## config.mk

```make
export PLATFORM = sky130hd
export DESIGN_NAME = issue_ctrl
export DESIGN_NICKNAME = d
export VERILOG_FILES = /design/src/rtl/issue_ctrl_pkg.sv /design/src/rtl/issue_ctrl_scoreboard.sv /design/src/rtl/issue_ctrl.sv
export SDC_FILE = /design/constraint.sdc
export NUM_CORES = 1
export LEC_CHECK = 0
export ABC_AREA = 1
export CAP_MARGIN = 15
export CELL_PAD_IN_SITES_DETAIL_PLACEMENT = 1
export CELL_PAD_IN_SITES_GLOBAL_PLACEMENT = 1
export CORE_ASPECT_RATIO = 0.6
export CORE_MARGIN = 2
export CORE_UTILIZATION = 38
export CTS_CLUSTER_DIAMETER = 60
export DETAILED_ROUTE_END_ITERATION = 6
export GPL_TIMING_DRIVEN = 0
export HOLD_SLACK_MARGIN = 0.06
export PLACE_DENSITY = 0.95
export SLEW_MARGIN = 20
export SYNTH_ARGS = -nofsm -noshare
export SYNTH_HDL_FRONTEND = slang
export SYNTH_HIERARCHICAL = 1
export SYNTH_SLANG_ARGS = --single-unit
```

## constraint.sdc

```tcl
create_clock -name clk -period 8.61 [get_ports clk]
set_input_delay 2.1525 -clock clk [delete_from_list [all_inputs] [get_ports clk]]
set_output_delay 2.1525 -clock clk [all_outputs]
set_load 0.005 [all_outputs]
```

## src/rtl/issue_ctrl_pkg.sv

```systemverilog
// Public_Info: shared types and constants for the issue stage.
//   PC_set        - decoded instruction payload carried through issue
//   INST_*_BIT    - inst_type one-hot class bit positions
//   LOAD_USE_LAT_DEF - default cycles a load's rd stays busy after issue
package Public_Info;

   localparam int unsigned XLEN             = 32;
   localparam int unsigned REG_AW           = 5;
   localparam int unsigned NUM_REGS         = 32;
   localparam int unsigned INST_TYPE_W      = 10;
   localparam int unsigned BR_TYPE_W        = 4;

   localparam int unsigned INST_ALU_BIT     = 0;
   localparam int unsigned INST_MEM_BIT     = 1;
   localparam int unsigned INST_BR_BIT      = 2;
   localparam int unsigned INST_MUL_BIT     = 3;

   localparam int unsigned LOAD_USE_LAT_DEF = 2;

   typedef struct packed {
      logic [XLEN-1:0]        pc;
      logic [XLEN-1:0]        inst;
      logic [INST_TYPE_W-1:0] inst_type;
      logic [BR_TYPE_W-1:0]   br_type;
      logic [REG_AW-1:0]      rf_raddr1;
      logic [REG_AW-1:0]      rf_raddr2;
      logic [REG_AW-1:0]      rf_rd;
      logic                   rf_we;
      logic                   mem_we;
      logic                   o_valid;
   } PC_set;

   // Idle payload: everything zero except the class field, which reads as a plain ALU op.
   function automatic PC_set pc_set_idle();
      PC_set s;
      s           = '0;
      s.inst_type = INST_TYPE_W'(1);
      return s;
   endfunction

   // Load = memory op that reads memory and writes a nonzero rd.
   function automatic logic is_load(input PC_set s);
      return s.inst_type[INST_MEM_BIT] && !s.mem_we && s.rf_we && (s.rf_rd != '0);
   endfunction

   function automatic logic is_branch(input PC_set s);
      return (s.br_type != '0) || s.inst_type[INST_BR_BIT];
   endfunction

endpackage

```

## src/rtl/issue_ctrl_scoreboard.sv

```systemverilog
// issue_scoreboard: per-register load-use down-counters.
//   clk, rstn            - clock, async active-low reset
//   stall                - freezes all counters
//   set_en, set_addr     - a load issued this cycle; load its rd counter
//   qa_raddr1/2, qb_raddr1/2 - source queries for the two issue candidates
//   qa_busy1/2, qb_busy1/2   - combinational busy flags for those sources
module issue_scoreboard
   import Public_Info::*;
#(
   parameter int unsigned LOAD_USE_LAT = LOAD_USE_LAT_DEF
) (
   input  logic              clk,
   input  logic              rstn,
   input  logic              stall,
   input  logic              set_en,
   input  logic [REG_AW-1:0] set_addr,
   input  logic [REG_AW-1:0] qa_raddr1,
   input  logic [REG_AW-1:0] qa_raddr2,
   input  logic [REG_AW-1:0] qb_raddr1,
   input  logic [REG_AW-1:0] qb_raddr2,
   output logic              qa_busy1,
   output logic              qa_busy2,
   output logic              qb_busy1,
   output logic              qb_busy2
);

   localparam int unsigned CNT_W = (LOAD_USE_LAT < 1) ? 1 : $clog2(LOAD_USE_LAT + 1);

   logic [CNT_W-1:0] cnt_q [NUM_REGS];
   logic [CNT_W-1:0] cnt_d [NUM_REGS];

   // Decrement unless stalled; a same-edge set overrides the decrement. r0 stays 0.
   always_comb begin
      for (int unsigned r = 0; r < NUM_REGS; r++) begin
         cnt_d[r] = cnt_q[r];
         if (!stall && (cnt_q[r] != '0)) begin
            cnt_d[r] = cnt_q[r] - CNT_W'(1);
         end
         if (set_en && (set_addr == REG_AW'(r))) begin
            cnt_d[r] = CNT_W'(LOAD_USE_LAT);
         end
         if (r == 0) begin
            cnt_d[r] = '0;
         end
      end
   end

   always_ff @(posedge clk or negedge rstn) begin
      if (!rstn) begin
         for (int unsigned r = 0; r < NUM_REGS; r++) begin
            cnt_q[r] <= '0;
         end
      end else begin
         for (int unsigned r = 0; r < NUM_REGS; r++) begin
            cnt_q[r] <= cnt_d[r];
         end
      end
   end

   assign qa_busy1 = (qa_raddr1 != '0) && (cnt_q[qa_raddr1] != '0);
   assign qa_busy2 = (qa_raddr2 != '0) && (cnt_q[qa_raddr2] != '0);
   assign qb_busy1 = (qb_raddr1 != '0) && (cnt_q[qb_raddr1] != '0);
   assign qb_busy2 = (qb_raddr2 != '0) && (cnt_q[qb_raddr2] != '0);

endmodule

```

## src/rtl/issue_ctrl.sv

```systemverilog
// issue_ctrl: dual-issue pairing and load-use interlock for the two oldest
// issue-buffer entries.
//   clk, rstn                - clock, async active-low reset
//   i_PC_set_a, i_PC_set_b   - buffer head and second-oldest entry
//   i_is_valid               - {a valid, b valid}
//   flush_BR                 - branch mispredict flush (highest priority)
//   stall_DCache             - back-end freeze
//   o_usingNUM               - entries consumed this cycle (combinational)
//   o_PC_set_a, o_PC_set_b   - registered lane A / lane B payloads
//   o_issue_valid            - registered {lane A valid, lane B valid}
module issue_ctrl
   import Public_Info::*;
#(
   parameter int unsigned LOAD_USE_LAT = LOAD_USE_LAT_DEF
) (
   input  logic        clk,
   input  logic        rstn,
   input  PC_set       i_PC_set_a,
   input  PC_set       i_PC_set_b,
   input  logic [1:0]  i_is_valid,
   input  logic        flush_BR,
   input  logic        stall_DCache,
   output logic [1:0]  o_usingNUM,
   output PC_set       o_PC_set_a,
   output PC_set       o_PC_set_b,
   output logic [1:0]  o_issue_valid
);

   logic              a_busy1, a_busy2, b_busy1, b_busy2;
   logic              go;
   logic              issue_a, issue_b;
   logic              pair_raw, pair_struct, pair_shadow;
   logic              sb_set_en;
   logic [REG_AW-1:0] sb_set_addr;
   PC_set             lane_a_d, lane_b_d;

   issue_scoreboard #(
      .LOAD_USE_LAT (LOAD_USE_LAT)
   ) u_scoreboard (
      .clk       (clk),
      .rstn      (rstn),
      .stall     (stall_DCache),
      .set_en    (sb_set_en),
      .set_addr  (sb_set_addr),
      .qa_raddr1 (i_PC_set_a.rf_raddr1),
      .qa_raddr2 (i_PC_set_a.rf_raddr2),
      .qb_raddr1 (i_PC_set_b.rf_raddr1),
      .qb_raddr2 (i_PC_set_b.rf_raddr2),
      .qa_busy1  (a_busy1),
      .qa_busy2  (a_busy2),
      .qb_busy1  (b_busy1),
      .qb_busy2  (b_busy2)
   );

   // Issue decision; rstn gates it so nothing is consumed while in reset.
   always_comb begin
      go          = rstn && !flush_BR && !stall_DCache;
      issue_a     = go && i_is_valid[1] && !a_busy1 && !a_busy2;

      pair_raw    = i_PC_set_a.rf_we && (i_PC_set_a.rf_rd != '0) &&
                    ((i_PC_set_a.rf_rd == i_PC_set_b.rf_raddr1) ||
                     (i_PC_set_a.rf_rd == i_PC_set_b.rf_raddr2));
      pair_struct = (i_PC_set_a.inst_type[INST_MEM_BIT] && i_PC_set_b.inst_type[INST_MEM_BIT]) ||
                    (i_PC_set_a.inst_type[INST_BR_BIT]  && i_PC_set_b.inst_type[INST_BR_BIT])  ||
                    (i_PC_set_a.inst_type[INST_MUL_BIT] && i_PC_set_b.inst_type[INST_MUL_BIT]);
      pair_shadow = is_branch(i_PC_set_a);

      issue_b     = issue_a && i_is_valid[0] && !b_busy1 && !b_busy2 &&
                    !pair_raw && !pair_struct && !pair_shadow;

      o_usingNUM  = issue_b ? 2'd2 : (issue_a ? 2'd1 : 2'd0);
   end

   // At most one load issues per cycle (two mem ops never pair), so one set port suffices.
   always_comb begin
      sb_set_en   = 1'b0;
      sb_set_addr = i_PC_set_a.rf_rd;
      if (issue_a && is_load(i_PC_set_a)) begin
         sb_set_en   = 1'b1;
         sb_set_addr = i_PC_set_a.rf_rd;
      end else if (issue_b && is_load(i_PC_set_b)) begin
         sb_set_en   = 1'b1;
         sb_set_addr = i_PC_set_b.rf_rd;
      end
   end

   // Lane payloads carry their own valid bit in o_valid.
   always_comb begin
      lane_a_d         = i_PC_set_a;
      lane_a_d.o_valid = issue_a;
      lane_b_d         = i_PC_set_b;
      lane_b_d.o_valid = issue_b;
   end

   // Output registers: flush clears valids, stall holds, otherwise capture.
   always_ff @(posedge clk or negedge rstn) begin
      if (!rstn) begin
         o_issue_valid <= 2'b00;
         o_PC_set_a    <= pc_set_idle();
         o_PC_set_b    <= pc_set_idle();
      end else if (flush_BR) begin
         o_issue_valid <= 2'b00;
      end else if (!stall_DCache) begin
         o_issue_valid <= {issue_a, issue_b};
         o_PC_set_a    <= lane_a_d;
         o_PC_set_b    <= lane_b_d;
      end
   end

endmodule

```

==> impl_metrics.json, run 1 <==
{
  "critical_path_class": "input pin to primary output",
  "yosys_register_bits": 256,
  "hold_path.class": "flip-flop to flip-flop",
  "antenna_found_initial": 1,
  "port_buffers": 391,
  "cts_hold_buf": 0,
  "final_antenna_net_count": 0,
  "drc_errors": 0,
  "grt_use_total_pct": 30.4,
  "status": "completed",
  "synth_cell_types": 32,
  "routed_wl_mm": 53.2,
  "cts_tree": "yes",
  "critPathMaxFanout": 8,
  "start_util_pct": 38.5,
  "fin_crit_sh_pct": 97.6,
  "cts-buffers-inserted": 27,
  "setup_viol": 0,
  "vias": 11527,
  "final_common_cell": "clkdlybuf4s50_1",
  "grt_overflow": 0,
  "final_layout_size_suffix_gt1_share_pct": 16.2,
  "syn_to_final_growth_pct": 43.6,
  "cellPowerDensity_nw_per_um2": 264,
  "p_leak_uw": 0.00811,
  "synth_top_family_by_area": "multiplexers",
  "worst_r2r_path_depth": 21,
  "root_buffer": "clkbuf_16",
  "synth_compound_area_share_pct": 5.92,
  "synthXorXnorAreaFrac_pct": 2.32,
  "pre_cts_ws_ns": 0.375,
  "relSlewSlack_pct": 41.4,
  "core-area_um2": 32400,
  "min_to": "o_PC_set_a[24]",
  "rows": 51,
  "rsz0062_at_grt": "no",
  "finalClockSkew_ns": 0.0260,
  "finalSetupTns_ns": 0,
  "syn_area_um2": 12400,
  "chipHeight_um": 144,
  "r2r_setup_slack_ns": 3.53,
  "syn_avg_cell_area_um2": 9.87,
  "grt_pass1_wl_mm": 77.7,
  "via_per_inst": 5.42,
  "finalWorstSetupSlack_ns": 0.206,
  "ir_worst_vdd_mv": 0.166,
  "synthSimpleGateAreaFrac_pct": 14.5,
  "min_path_cells": 1,
  "n_fill_cell": 3527,
  "grt_pass1_vias": 12623,
  "clk_pin_slew_ns": 0.07,
  "synthesis.nets": 1490,
  "die_area_um2": 34300,
  "dp_hpwl_mm": 41.3,
  "post-route-util_pct": 55.3,
  "finalHoldViolCount": 0,
  "fin_crit_ns": 8.40,
  "firstDrtPassIters": 5,
  "cts_setup_buffers": 0,
  "synthMuxAreaShare_pct": 15.9,
  "grt_max_degree": 98,
  "r2r-start": "u_scoreboard/cnt_q[17]",
  "worstSetupEndpointType": "primary output",
  "startpoint_type": "input pin",
  "finalNetCount": 1912,
  "drt_iter0_markers": 927,
  "fmax_ghz": 0.119,
  "worst_pin_slew_ns": 0.875,
  "worstHoldStart": "o_PC_set_a[24]",
  "ctsResizeCount": 0,
  "io_pins": 394,
  "p_total_uw": 4710,
  "wl_per_cell_um": 25.0,
  "ys_warn_count": 6,
  "cts.sink_count": 256,
  "cts_buffer_depth": 3,
  "rr_endpoint": "u_scoreboard/cnt_q[43]",
  "crit_arrival_ns": 6.25,
  "htree_levels": 1,
  "slew_viol_final": 0,
  "clkLatencyLatePin_ns": 0.58,
  "yosys.area_share.adder_pct": 3.12,
  "gp_congestion": 0.958,
  "final_cell_mix": "clkdlybuf4s50_1, dfrtp_1, nand2_1, mux2_2, inv_1",
  "critPathRequiredTime_ns": 6.46,
  "maxCapViolCount": 0,
  "die_w_um": 238,
  "synth-seq-area-share_pct": 51.5,
  "synthCells": 1261
}
## critical path, cell delays in order
cell,delay [ns]
clkdlybuf4s50_1,0.64
inv_1,0.11
nand2_1,0.09
inv_1,0.15
o21ai_0,0.23
nand3_1,0.13
nand2_1,0.08
nand2_1,0.04
nand2_1,0.07
nand2_1,0.05
nand2_1,0.09
inv_1,0.06
nor3_2,0.44
nand2_1,0.39
nor3_4,0.57
nand2_1,0.23
inv_2,0.10
buf_4,0.10
clkdlybuf4s50_1,0.49
## registers in the layout (all words and copies together) (netlist names)
signal	cells
o_PC_set_a	96
u_scoreboard/cnt_q	62
o_PC_set_b	96
o_issue_valid	2
## cell usage after synthesis
cell type	n	area, um^2
buf_1	2	7.51
clkbuf_1	1	3.75
nand3_1	62	310
xor2_1	31	272
nand4_1	8	50.1
nand3_2	1	10.0
xnor2_1	2	17.5
nand2_1	230	863
o311ai_0	3	26.3
inv_2	2	7.51
dfstp_2	2	52.6
nor3_1	2	10.0
o221ai_1	28	245
inv_1	157	589
a31oi_1	16	100
nor2_4	2	22.5
o21ai_1	2	10.0
nor2_1	129	484
clkinv_1	2	7.51
buf_2	35	175
nor3_4	1	16.3
nor3_2	1	10.0
o211ai_1	2	15.0
clkbuf_2	2	10.0
mux2_2	176	1980
nand3b_1	3	22.5
a21oi_1	45	225
buf_4	5	37.5
dfrtp_1	254	6360
o21ai_0	23	115
nor2_2	1	6.26
ha_1	31	388
## metrics by stage
stage,hold slack (ns),instance area (um^2),cells
after floorplan,0.495,12400,1261
after global placement,0.488,16900,2076
after detailed placement,0.494,17000,2078
after CTS,0.510,17900,2126
after global routing,0.516,17900,2127
final,0.507,17900,2128
## where the power goes
part / switching [uW] / internal (uW) / total (uW) / leakage, uW
Clock: 534 / 724 / 1260 / 0.000461
Combinational: 992 / 763 / 1750 / 0.00464
Sequential: 209 / 1490 / 1700 / 0.00301
## cell families after synthesis
| logic type | count (synthesis) |
|---|---|
| buffers and inverters | 206 |
| adders and majority gates | 31 |
| xor gates and xnor gates | 33 |
| AOI/OAI and AO/OA | 119 |
| and+or+nand+nor | 440 |
| DFF | 256 |
| muxes | 176 |
## layer usage
metal / wire length, um / track usage, % / part of all wire (%) / up-vias
met5: 0 / 0 / 0 / -
met4: 2330 / 13.1 / 4.4 / 0
met3: 4840 / 8.89 / 9.1 / 141
met2: 25900 / 52.0 / 49 / 604
met1: 20100 / 35.9 / 38 / 5812
li1: - / - / - / 4970
## how the worst max path moves through the flow
stage                         startpoint       endpoint  slack, ns  cells after the start
final                      i_PC_set_a[8]  o_usingNUM[1]       0.21                     19
after global routing       i_PC_set_a[8]  o_usingNUM[1]       0.04                     19
after CTS                  i_PC_set_a[8]  o_usingNUM[1]       0.33                     16
after detailed placement   i_PC_set_a[8]  o_usingNUM[1]       0.38                     16
after global placement              rstn  o_usingNUM[1]      -8.16                      9
after floorplan           i_PC_set_a[14]  o_usingNUM[1]       2.63                     16
## layout make-up
type / instances / area, um^2 / area share, %
well taps: 424 / 531 / 2.97
inverters: 161 / 604 / 3.38
plain buffers: 45 / 234 / 1.31
flip-flops and latches: 256 / 6410 / 35.8
multi-input cells: 799 / 5200 / 29.1
repair buffers: 393 / 3970 / 22.2
diodes: 2 / 5.00 / 0.0280
clock buffers: 33 / 728 / 4.07
clock inverters: 15 / 193 / 1.08
Power figures use the tool's default switching activity.
==> run 2, diff against run 1 <==
--- a/config.mk
+++ b/config.mk
@@ -10,7 +10,7 @@
 export CELL_PAD_IN_SITES_DETAIL_PLACEMENT = 1
 export CELL_PAD_IN_SITES_GLOBAL_PLACEMENT = 1
 export CORE_ASPECT_RATIO = 0.6
-export CORE_MARGIN = 2
+export CORE_MARGIN = 1.5
 export CORE_UTILIZATION = 38
 export CTS_CLUSTER_DIAMETER = 60
 export DETAILED_ROUTE_END_ITERATION = 6
==> impl_metrics.json, run 2 (same netlist as run 1, synthesis figures left out) <==
{
  "via_per_inst": 5.40,
  "die_w_um": 237,
  "rows": 51,
  "critPathRequiredTime_ns": 6.46,
  "startpoint_type": "input pin",
  "dp_hpwl_mm": 39.8,
  "clkLatencyLatePin_ns": 0.57,
  "finalClockSkew_ns": 0.0339,
  "drc_errors": 0,
  "slew_viol_final": 0,
  "drt_iter0_markers": 840,
  "final_layout_size_suffix_gt1_share_pct": 16.3,
  "cts_setup_buffers": 0,
  "grt_pass1_wl_mm": 78.2,
  "p_leak_uw": 0.00810,
  "routed_wl_mm": 53.3,
  "ctsResizeCount": 0,
  "grt_max_degree": 93,
  "fin_crit_sh_pct": 96.1,
  "final_cell_mix": "clkdlybuf4s50_1, dfrtp_1, nand2_1, mux2_2, inv_1",
  "dp.cells": 2078,
  "wl_per_cell_um": 25.0,
  "status": "completed",
  "firstDrtPassIters": 5,
  "vias": 11502,
  "grt_use_total_pct": 30.8,
  "fmax_ghz": 0.121,
  "gp_congestion": 0.952,
  "worstSetupEndpointType": "primary output",
  "die_area_um2": 33900,
  "p_total_uw": 4670,
  "chipHeight_um": 143,
  "core-area_um2": 32400,
  "critical_path_class": "input pin to primary output",
  "io_pins": 394,
  "crit_arrival_ns": 6.12,
  "maxCapViolCount": 0,
  "pre_cts_ws_ns": 0.489,
  "cts_hold_buf": 0,
  "final_common_cell": "clkdlybuf4s50_1",
  "cts_buffer_depth": 3,
  "cts_tree": "yes",
  "reg_top3": "o_PC_set_a (96), o_PC_set_b (96), u_scoreboard/cnt_q (62)",
  "worstHoldStart": "o_PC_set_a[9]",
  "startpoint": "i_PC_set_a[10]",
  "finalHoldViolCount": 0,
  "syn_to_final_growth_pct": 43.7,
  "cts-buffers-inserted": 26,
  "fin_crit_ns": 8.27,
  "htree_levels": 1,
  "setup_viol": 0,
  "start_util_pct": 38.5,
  "ir_worst_vdd_mv": 0.143,
  "hold_ws_ns": 0.506,
  "critPathMaxFanout": 9,
  "finalNetCount": 1911,
  "relSlewSlack_pct": 46.9,
  "rsz0062_at_grt": "no",
  "root_buffer": "clkbuf_16",
  "final_antenna_net_count": 0,
  "post-route-util_pct": 55.3,
  "r2r-start": "u_scoreboard/cnt_q[36]",
  "grt_pass1_vias": 12436,
  "final_cell_count_no_fill": 2129,
  "worst_pin_slew_ns": 0.794,
  "cellPowerDensity_nw_per_um2": 261,
  "port_buffers": 391,
  "grt_overflow": 0,
  "hold_path.class": "flip-flop to flip-flop",
  "finalWorstSetupSlack_ns": 0.335,
  "antenna_found_initial": 2,
  "cts.sink_count": 256,
  "clk_pin_slew_ns": 0.07
}
[run 2: worst paths after layout]
check / cells after the start / to / slack (ns)
setup / recovery: 17 / o_usingNUM[1] / 0.34
hold / removal: 1 / o_PC_set_a[9] / 0.51
setup reg to reg: 21 / u_scoreboard/cnt_q[37] / 3.72
hold reg to reg: 1 / o_PC_set_a[9] / 0.51
max in group asynchronous: 3 / o_PC_set_b[34] / 5.61
min in group asynchronous: 1 / o_PC_set_a[47] / 1.54
[run 2: critical path, stage by stage]
cell,delay (ns)
clkdlybuf4s50_1,0.79
inv_1,0.28
o21ai_0,0.13
nand3_1,0.15
nand2_1,0.10
nand2_1,0.05
nand2_1,0.06
nand3_1,0.07
nand2_1,0.09
inv_1,0.05
nor3_2,0.36
nand2_1,0.36
nor3_4,0.50
nand2_1,0.25
inv_2,0.11
buf_4,0.10
clkdlybuf4s50_1,0.48
[run 2: report_power, final]
group | leakage [uW] | internal [uW] | total [uW] | switching, uW
clock network | 0.000448 | 712 | 1240 | 529
logic | 0.00464 | 761 | 1740 | 981
registers | 0.00301 | 1490 | 1690 | 198
total | 0.00810 | 2960 | 4670 | 1710
[run 2: routing by layer]
layer / up-vias / part of all wire [%] / wire length, um / GRT usage [%]
li1: 4976 / - / - / -
met1: 5850 / 39 / 20600 / 37.2
met2: 556 / 50 / 26500 / 53.7
met3: 120 / 7.8 / 4140 / 7.37
met4: 0 / 3.8 / 2030 / 11.5
met5: - / 0 / 0 / 0
[run 2: layout make-up]
class	instances	area (um^2)
timing repair buffer	393	3970
sequential	256	6410
buffer	45	234
clock inverter	13	174
fill	3545	14500
antenna	3	7.51
clock buffer	35	754
inverter	161	604
multi-input combinational	799	5200
tap	424	531
[run 2: per-stage QoR]
| step | TNS [ns] | cell area [um^2] |
|---|---|---|
| floorplan | 0 | 12400 |
| global placement | -1847.06 | 16900 |
| detailed placement | 0 | 17000 |
| CTS | 0 | 17900 |
| global route | 0 | 17900 |
| finish | 0 | 17900 |
